===== src/rtl/car_alarm_chime.sv =====
// Car alarm chime: debounces a raw warning level, beeps on/off, escalates to a
// continuous tone after a number of beep cycles, and supports an acknowledge snooze.
module car_alarm_chime #(
   parameter int unsigned DEB_TICKS    = 4,
   parameter int unsigned ON_TICKS     = 8,
   parameter int unsigned OFF_TICKS    = 8,
   parameter int unsigned ESC_CYCLES   = 3,
   parameter int unsigned SNOOZE_TICKS = 64
) (
   input  logic       Clk,
   input  logic       Rst,
   input  logic       Alarm,
   input  logic       Tick,
   input  logic       Ack,
   output logic       Chime,
   output logic       Lamp,
   output logic       Escalated,
   output logic [2:0] State
);

   localparam logic [2:0] StIdle     = 3'd0;
   localparam logic [2:0] StQualify  = 3'd1;
   localparam logic [2:0] StBeepOn   = 3'd2;
   localparam logic [2:0] StBeepOff  = 3'd3;
   localparam logic [2:0] StEscalate = 3'd4;
   localparam logic [2:0] StSnooze   = 3'd5;

   localparam logic [7:0] DebLast = 8'(DEB_TICKS - 1);
   localparam logic [7:0] OnLast  = 8'(ON_TICKS - 1);
   localparam logic [7:0] OffLast = 8'(OFF_TICKS - 1);
   localparam logic [7:0] SnzLast = 8'(SNOOZE_TICKS - 1);
   localparam logic [3:0] EscCnt  = 4'(ESC_CYCLES);

   logic       alarm_meta_q, alarm_s_q;
   logic [2:0] state_q, state_d;
   logic [7:0] tcnt_q, tcnt_d;
   logic [3:0] bcnt_q, bcnt_d;
   logic       chime_q, chime_d;
   logic       lamp_q, lamp_d;
   logic       esc_q, esc_d;
   logic       timed;

   // Loss of the alarm always wins, then Ack, then timer expiry.
   always_comb begin
      state_d = state_q;
      case (state_q)
         StIdle: begin
            if (alarm_s_q) state_d = StQualify;
         end
         StQualify: begin
            if (!alarm_s_q) state_d = StIdle;
            else if (Tick && tcnt_q == DebLast) state_d = StBeepOn;
         end
         StBeepOn: begin
            if (!alarm_s_q) state_d = StIdle;
            else if (Ack) state_d = StSnooze;
            else if (Tick && tcnt_q == OnLast) state_d = StBeepOff;
         end
         StBeepOff: begin
            if (!alarm_s_q) state_d = StIdle;
            else if (Ack) state_d = StSnooze;
            else if (Tick && tcnt_q == OffLast) begin
               state_d = (bcnt_q == EscCnt) ? StEscalate : StBeepOn;
            end
         end
         StEscalate: begin
            if (!alarm_s_q) state_d = StIdle;
            else if (Ack) state_d = StSnooze;
         end
         StSnooze: begin
            if (!alarm_s_q) state_d = StIdle;
            else if (Tick && tcnt_q == SnzLast) state_d = StBeepOn;
         end
         default: state_d = StIdle;
      endcase
   end

   always_comb begin
      timed = (state_q == StQualify) || (state_q == StBeepOn) ||
              (state_q == StBeepOff) || (state_q == StSnooze);

      tcnt_d = tcnt_q;
      if (state_d != state_q) tcnt_d = '0;
      else if (timed && Tick) tcnt_d = tcnt_q + 8'd1;

      // A beep sequence starts from zero unless it is continuing from BEEP_OFF.
      bcnt_d = bcnt_q;
      if (state_d == StBeepOn && state_q != StBeepOn && state_q != StBeepOff) begin
         bcnt_d = '0;
      end else if (state_q == StBeepOn && state_d == StBeepOff) begin
         bcnt_d = bcnt_q + 4'd1;
      end

      chime_d = (state_d == StBeepOn) || (state_d == StEscalate);
      lamp_d  = (state_d == StBeepOn) || (state_d == StBeepOff) ||
                (state_d == StEscalate) || (state_d == StSnooze);
      esc_d   = (state_d == StEscalate);
   end

   always_ff @(posedge Clk or posedge Rst) begin
      if (Rst) begin
         alarm_meta_q <= 1'b0;
         alarm_s_q    <= 1'b0;
         state_q      <= StIdle;
         tcnt_q       <= '0;
         bcnt_q       <= '0;
         chime_q      <= 1'b0;
         lamp_q       <= 1'b0;
         esc_q        <= 1'b0;
      end else begin
         alarm_meta_q <= Alarm;
         alarm_s_q    <= alarm_meta_q;
         state_q      <= state_d;
         tcnt_q       <= tcnt_d;
         bcnt_q       <= bcnt_d;
         chime_q      <= chime_d;
         lamp_q       <= lamp_d;
         esc_q        <= esc_d;
      end
   end

   assign Chime     = chime_q;
   assign Lamp      = lamp_q;
   assign Escalated = esc_q;
   assign State     = state_q;

endmodule


===== config.mk =====
export PLATFORM = sky130hd
export DESIGN_NAME = car_alarm_chime
export DESIGN_NICKNAME = d
export VERILOG_FILES = /design/src/rtl/car_alarm_chime.sv
export SDC_FILE = /design/constraint.sdc
export NUM_CORES = 1
export LEC_CHECK = 0
export BUFFER_PORTS_ARGS = -buffer_cell sky130_fd_sc_hd__buf_2
export CAP_MARGIN = 40
export CORE_UTILIZATION = 45
export CTS_BUF_LIST = sky130_fd_sc_hd__clkbuf_8 sky130_fd_sc_hd__clkbuf_16
export DETAILED_ROUTE_END_ITERATION = 12
export PLACE_DENSITY = 0.66
export RECOVER_POWER = 50
export SYNTH_ARGS = -nofsm -noshare
export SYNTH_HDL_FRONTEND = slang
export SYNTH_SLANG_ARGS = --single-unit

===== constraint.sdc =====
create_clock -name Clk -period 1.8 [get_ports Clk]
set_clock_uncertainty 0.1 [all_clocks]
set_input_delay 0.09 -clock Clk [delete_from_list [all_inputs] [get_ports Clk]]
set_output_delay 0.09 -clock Clk [all_outputs]
set_load 0.005 [all_outputs]

* After elaboration in Yosys (flattened, before gate mapping) *
Cells that the tools add are included.

word-level totals
  register bits = 20
  input port bits = 5
  output and inout bits = 6
  word-level logic and storage cells = 62

operators by class
  add/sub/neg operators = 2
  equality and inequality tests = 16
  mux-type cells = 19
  reductions and logical operators = 17

operators by type and width
  operator             number
  $mux 3               14
  $pmux 3 s6           1
  $mux 8               2
  $eq 3x2->1 const B   4
  $eq 3x3->1 const B   4
  $add 8x1->8 const B  1
  $eq 8x2->1 const B   1
  $eq 8x3->1 const B   1
  $eq 8x6->1 const B   1
  $mux 4               2
  $logic_and 1x1->1    7
  $logic_or 1x1->1     7
  $ne 3x2->1 const B   2
  $add 4x1->4 const B  1
  $eq 4x2->1 const B   1
  $reduce_bool 2->1    2
  $eq 3x1->1 const B   1
  $logic_not 3->1      1
  $ne 3x3->1           1

* Depth between registers and ports, before layout *
Gate-level depths: netlist of run 1.

  depth after elaboration = 10
  mapped depth = 7
  mapped depth without buffers = 6

* Worst setup path before layout of run 1 *
No wires, ideal clock.

  path kind = flip-flop to flip-flop
  start point = register tcnt_q[3]
  end point = register esc_q, in the netlist Escalated
  arrival time = 1.661 ns
  slack = -0.027 ns
  stages on the path, launching flop included = 6
  path buffers = 0
  clock period less this slack = 1.827 ns
  path through = dfrtp_1 -> or3_4 -> o31a_1 -> o311ai_1 -> o211a_1 -> and2_1

on the way
  longest elaborated chain between the ends = 7
  elaborated cells between the ends (all ways) = 18
  those cells by class = 4 x eq/ne; 11 x mux; 3 x reduce/logical

ends and longest elaborated chain
  item                       line    RTL
  from (decl)                36      logic [7:0] tcnt_q, tcnt_d;
  from (signal assigned)     114     tcnt_q <= tcnt_d;
  $eq 8x3->1                 57, 62
  $logic_and 1x1->1          57, 62
  $mux 3 (on tied branches)  62, 57
  $mux 3 (on tied branches)  61, 56
  $mux 3 (on tied branches)  60, 55
  $pmux 3 s6 *               46      case (state_q)
  $eq 3x3->1 *               97      esc_d = (state_d == StEscalate);
  via esc_d                  40      logic esc_q, esc_d;
  to (signal assigned)       118     esc_q <= esc_d;
  to (decl)                  40

The timed path passes the listed nets; every way through them passes the cells marked *.
A chain may end at the register's enable or synchronous reset.

* Worst setup path in the final report of run 1 *
  start point = register tcnt_q[4]
  end point = register esc_q, in the netlist Escalated

The elaborated chain is that of the path after synthesis.

==> results of run 1 <==
worst max-delay path by stage:
stage               slack [ps]  cells after the start        end
floorplan                   -5                      5  Escalated
global placement           -70                      7  tcnt_q[2]
detailed placement        -130                      7  tcnt_q[2]
CTS                        -80                      5  Escalated
global route              -120                      7  tcnt_q[0]
finish                     -90                      5  Escalated
stage by stage:
stage / TNS (ps) / hold WS (ps) / setup WS, ps / area, um^2 / utilization
after floorplan: -7.04 / -46.2 / -5.44 / 1240 / -
after global placement: -439 / 103 / -66.2 / 1510 / 0.599
after detailed placement: -821 / 99.7 / -126 / 1510 / 0.599
after CTS: -771 / 141 / -77.1 / 1710 / 0.680
after global routing: -1470 / 202 / -120 / 1760 / 0.697
final: -658 / 186 / -88.2 / 1760 / 0.697
cell usage in the layout (no fill, tap or decap), types with 4 or more instances in the layout:
master / instances
o2111ai_1: 4
o21ai_0: 4
nor3b_2: 4
nand2_1: 8
nand3_1: 5
xnor2_1: 6
inv_1: 5
nor2_1: 9
buf_2: 8
buf_4: 30
dfrtp_1: 20
worst max-delay path, delay by kind of cell, from the launching register on:
kind / cells / cell delay (ps)
AO/OA/AOI/OAI: 3 / 790
AND/OR/NAND/NOR: 2 / 560
flip-flops: 1 / 380
routing by layer:
| layer | global-route usage | vias to the layer above |
|---|---|---|
| met1 | 0.326 | 600 |
| met4 | 0.115 | 0 |
| met2 | 0.417 | 34 |
| met3 | 0.0417 | 11 |
| met5 | 0 | - |
| li1 | - | 549 |
power groups by stage:
stage | sequential [mW] | combinational, mW | clock (mW)
detailed placement | 0.472 | 0.0890 | 0
global route | 0.467 | 0.120 | 0.483
CTS | 0.466 | 0.107 | 0.460
finish | 0.466 | 0.110 | 0.454
floorplan | 0.474 | 0.0445 | 0
global placement | 0.472 | 0.0867 | 0
area by class of cell:
class | instances | area (um^2) | area share
well taps | 30 | 37.5 | 0.0214
flip-flops and latches | 20 | 500 | 0.285
repair buffers | 43 | 304 | 0.173
clock inverters | 1 | 30.0 | 0.0171
inverters | 5 | 18.8 | 0.0107
multi-input cells | 99 | 826 | 0.470
clock buffers | 3 | 41.3 | 0.0235
state kept, by name, indices dropped and copies added (netlist names):
signal / cells
Chime: 1
Escalated: 1
Lamp: 1
State: 3
alarm_meta_q: 1
alarm_s_q: 1
bcnt_q: 4
tcnt_q: 8
cells by family after synthesis:
kind of cell,after synthesis,share of synthesized area
and+or+nand+nor,62,0.309
AOI/OAI and AO/OA,24,0.149
DFF,20,0.407
buffers and inverters,10,0.0346
xor gates and xnor gates,9,0.0641
muxes,2,0.0163
adders and majority gates,2,0.0203
what timing repair did:
action,in CTS,in global routing
gates cloned,0,0
buffers inserted,0,3
pin swaps,14,4
hold buffers,2,0
resized for setup,23,5
setup endpoints to repair,14,16
hold endpoints to repair,21,0
==> flow_metrics.env, run 1 <==
export IMPL_status="complete, but fails checks"
export IMPL_violations="negative setup slack"
export IMPL_drt_total_wl_um=3320
export IMPL_switching_share=0.219
export IMPL_hold_violations=0
export IMPL_post_route_period_util=1.05
export IMPL_max_cap_violations=0
export IMPL_startpoint_type="register"
export IMPL_p_total_mw=1.03
export IMPL_h_tree_depth=1
export IMPL_p_switching_uw=226
export IMPL_synth_edf_count=0
export IMPL_rsz0062_at_grt="yes"
export IMPL_vias_per_cell=5.94
export IMPL_die_y_um=54.3
export IMPL_clk_path_buf_depth=2
export IMPL_ff2ff_path_depth=5
export IMPL_wl_met1_um=1450
export IMPL_min_delay_start="Ack"
export IMPL_seqPwrFrac=0.452
export IMPL_place_inst=192
export IMPL_dieArea_um2=2950
export IMPL_grt_overflow_total=0
export IMPL_dr_wl_met3_um=142
export IMPL_setup_slack_ps=-88.2
export IMPL_slew_headroom=0.491
export IMPL_critPathMaxStageDelay_ps=440
export IMPL_holdPathStages=3
export IMPL_yosysSeqAreaShare=0.407
export IMPL_max_freq_ghz=0.530
export IMPL_fin_cells=201
export IMPL_insertion_delay_ps=260
export IMPL_grt_pass1_vias=1158
export IMPL_required_ps=1900
export IMPL_p_leak_nw=0.790
export IMPL_grt_pass1_wl_um=5230
export IMPL_synth_most_common_cell="dfrtp_1"
export IMPL_synth_top_cell_by_area="dfrtp_1"
export IMPL_powerDensity_nw_per_um2=587
export IMPL_critical_path_slowest_cell="or3_4"
export IMPL_nets=179
export IMPL_cts_buffers=3
export IMPL_grt_max_degree=21
export IMPL_arrival_ps=1990
export IMPL_ys_ff_latch=20
export IMPL_crit_path_end_kind="register"
export IMPL_yosysTopAreaCellShare=0.407
export IMPL_p_clk_frac=0.441
export IMPL_fill_cells=180
export IMPL_wl_met2_um=1640
export IMPL_antenna_found_initial=0
export IMPL_drive_gt1_frac=0.421
export IMPL_r2r_setup_slack_ps=-90
export IMPL_netlist_cell_type_count=45
export IMPL_grt_use_total=0.254
export IMPL_path_class="register to register"
export IMPL_syn_nets=136
export IMPL_ant_nets=0
export IMPL_synth_ff_type="dfrtp_1"
export IMPL_core_area_um2=2520
export IMPL_r2r_end="Escalated"
export IMPL_top_layer="met4"
export IMPL_start_util=0.488
export IMPL_ir_drop_mv=0.530
export IMPL_antennaDiodeCount=0
export IMPL_port_buffers=10
export IMPL_cts_sinks=20
export IMPL_cp_cell_sequence="or3_4 > o31a_1 > o311ai_1 > o211a_1 > and2_1"
export IMPL_ys_top_cells_by_count="dfrtp_1, nor2_1, nand2_1, nand3_1, xnor2_1"
export IMPL_tightest_slew_ps=763
export IMPL_place_congestion=0.960
export IMPL_drcViolationCount=0
export IMPL_min_to="State[2]"
export IMPL_drt_pass1_iter_count=4
export IMPL_root_buffer="clkbuf_8"
export IMPL_netlist_area_um2=1230
export IMPL_fp_dieW_um=54.3
export IMPL_io_pin_count=11
export IMPL_fin_crit_ps=1890
export IMPL_wl_per_cell_um=16.5
export IMPL_synthArstFlopShare=1.00
export IMPL_vias=1194
export IMPL_std_cell_rows=18
export IMPL_area_growth_pct=42.9
export IMPL_dpl_hpwl_um=2240
export IMPL_worst_r2r_startpoint="tcnt_q[4]"
export IMPL_slew_viol_final=0
export IMPL_netlist_top_cells_area="dfrtp_1, nor2_1, xnor2_1"
export IMPL_pwr_share_comb=0.107
export IMPL_clkTransAtPathRegs_ps=80
export IMPL_min_path_type="primary input to register"
export IMPL_setup_viol=13
export IMPL_cp_startpoint="tcnt_q[4]"
export IMPL_synth_cells=129
export IMPL_drt_iter0_markers=28
export IMPL_avgSynthCellArea_um2=9.53
export IMPL_critPathMaxFanout=5
export IMPL_synth_yosys_warnings=0
export IMPL_p_int_uw=805
export IMPL_tritoncts="yes"
No activity file was read; power rests on OpenSTA's default activity.
==> inputs of run 2 (changes only) <==
--- a/config.mk
+++ b/config.mk
@@ -7,11 +7,14 @@
 export LEC_CHECK = 0
 export BUFFER_PORTS_ARGS = -buffer_cell sky130_fd_sc_hd__buf_2
 export CAP_MARGIN = 40
-export CORE_UTILIZATION = 45
+export CELL_PAD_IN_SITES_DETAIL_PLACEMENT = 0
+export CELL_PAD_IN_SITES_GLOBAL_PLACEMENT = 2
+export CORE_UTILIZATION = 33
 export CTS_BUF_LIST = sky130_fd_sc_hd__clkbuf_8 sky130_fd_sc_hd__clkbuf_16
 export DETAILED_ROUTE_END_ITERATION = 12
-export PLACE_DENSITY = 0.66
+export PLACE_DENSITY_LB_ADDON = 0.1
 export RECOVER_POWER = 50
 export SYNTH_ARGS = -nofsm -noshare
 export SYNTH_HDL_FRONTEND = slang
 export SYNTH_SLANG_ARGS = --single-unit
+export TNS_END_PERCENT = 10
==> run 2 against run 1 <==
The flow still finishes with violations (negative setup slack). Non-clock buffer count stayed put. Utilization fell by 19 points. Flip-flop and latch count is the same. Sequential share of layout area grew 0.27 points. Global-route usage down 6.9 points. Largest power group unchanged. Critical endpoint unchanged. Sequential power about the same. Highest routed layer unchanged. Die area up 35%. Power about the same.
==> flow_metrics.env, run 2 (same netlist as run 1, synthesis figures left out) <==
export IMPL_die_y_um=63.1
export IMPL_grt_pass1_wl_um=5590
export IMPL_fill_cells=324
export IMPL_slew_viol_final=0
export IMPL_grt_pass1_vias=1192
export IMPL_place_inst=210
export IMPL_startpoint_type="register"
export IMPL_insertion_delay_ps=270
export IMPL_h_tree_depth=1
export IMPL_arrival_ps=1990
export IMPL_tritoncts="yes"
export IMPL_antennaDiodeCount=0
export IMPL_p_leak_nw=0.792
export IMPL_path_class="register to register"
export IMPL_powerDensity_nw_per_um2=592
export IMPL_p_total_mw=1.03
export IMPL_setup_viol=13
export IMPL_max_cap_violations=0
export IMPL_fin_cells=217
export IMPL_violations="negative setup slack"
export IMPL_fp_dieW_um=63.1
export IMPL_grt_max_degree=21
export IMPL_drive_gt1_frac=0.398
export IMPL_clk_path_buf_depth=2
export IMPL_ir_drop_mv=0.293
export IMPL_final_cell_mix="buf_4, dfrtp_1, nor2_1"
export IMPL_drt_pass1_iter_count=4
export IMPL_status="complete, but fails checks"
export IMPL_hold_violations=0
export IMPL_fin_util=0.506
export IMPL_wl_per_cell_um=15.4
export IMPL_core_area_um2=3440
export IMPL_drcViolationCount=0
export IMPL_critPathMaxFanout=5
export IMPL_fin_crit_ps=1880
export IMPL_root_buffer="clkbuf_8"
export IMPL_drt_total_wl_um=3340
export IMPL_clkTransAtPathRegs_ps=80
export IMPL_vias=1127
export IMPL_regMostFlops="tcnt_q"
export IMPL_port_buffers=10
export IMPL_ant_nets=0
export IMPL_start_util=0.357
export IMPL_crit_path_end_kind="register"
export IMPL_drt_iter0_markers=77
export IMPL_final_common_cell="buf_4"
export IMPL_dpl_hpwl_um=2310
export IMPL_grt_overflow_total=0
export IMPL_place_congestion=0.872
export IMPL_min_path_type="primary input to register"
export IMPL_dieArea_um2=3980
export IMPL_std_cell_rows=21
export IMPL_io_pin_count=11
export IMPL_area_growth_pct=41.6
export IMPL_antenna_found_initial=0
export IMPL_largest_reg_flops=8
export IMPL_tightest_slew_ps=760
export IMPL_vias_per_cell=5.19
export IMPL_setup_slack_ps=-82.6
export IMPL_post_route_period_util=1.05
export IMPL_max_freq_ghz=0.531
export IMPL_slew_headroom=0.493
export IMPL_cts_buffers=3
export IMPL_whs_ps=147
export IMPL_cts_sinks=20
export IMPL_nets=179
export IMPL_required_ps=1910
export IMPL_grt_use_total=0.185
export IMPL_rsz0062_at_grt="yes"
==> run 2: cell types whose count changed in the layout (fill, tap and decap cells not counted), moves of 2 or more <==
cell and change:
o311ai_2 +2, nor2_2 -2, nor2_4 -3, buf_4 -2, nor2_1 +5
==> run 2: metal layers <==
| metal | part of all wire | track usage |
|---|---|---|
| met2 | 0.46 | 0.298 |
| met1 | 0.49 | 0.241 |
| met4 | 0.028 | 0.0872 |
| met3 | 0.028 | 0.0272 |
| met5 | 0 | 0 |
==> run 2: path summary, 6_finish.rpt <==
check / start / end / slack, ps / cells past startpoint
max: tcnt_q[5] / Escalated / -80 / 5
min: Ack / State[2] / 150 / 3
max reg2reg: tcnt_q[5] / Escalated / -80 / 5
min reg2reg: alarm_meta_q / alarm_s_q / 250 / 0
max in group asynchronous: Rst / State[1] / 740 / 3
min in group asynchronous: Rst / tcnt_q[7] / 390 / 3
==> run 2: where the power goes <==
part           internal (mW)  switching (mW)  total (mW)
registers              0.457         0.00892       0.466
logic                 0.0456          0.0530      0.0986
clock network          0.297           0.169       0.466
total                  0.801           0.231        1.03
==> run 2: what timing repair did <==
action	in CTS	in global routing
hold buffers	2	0
pin swaps	4	7
setup buffers	1	0
gates resized for setup	10	9
hold endpoints to repair	21	0
setup endpoints to repair	17	17
==> run 2: area by class of cell <==
type,count,area (um^2),share of cell area
Inverter,5,18.8,0.0108
Clock inverter,1,30.0,0.0172
Timing Repair Buffer,43,314,0.180
Multi-Input combinational cell,99,779,0.448
Tap cell,46,57.6,0.0330
Clock buffer,3,41.3,0.0237
Sequential cell,20,500,0.287
==> run 2: critical path: stages, from the launching register on <==
cell and delay (ps):
dfrtp_1 380, or3_4 450, o31a_1 320, o311ai_2 240, o211a_1 210, and2_1 120
==> run 2: through the flow <==
step / setup WS, ps / cell area (um^2) / TNS [ps]
2_1_floorplan: -5.44 / 1230 / -16.7
3_3_place_gp: -107 / 1550 / -933
3_5_place_dp: -171 / 1550 / -1720
4_1_cts: -123 / 1690 / -1230
5_1_grt: -184 / 1740 / -1860
6_report: -82.6 / 1740 / -619
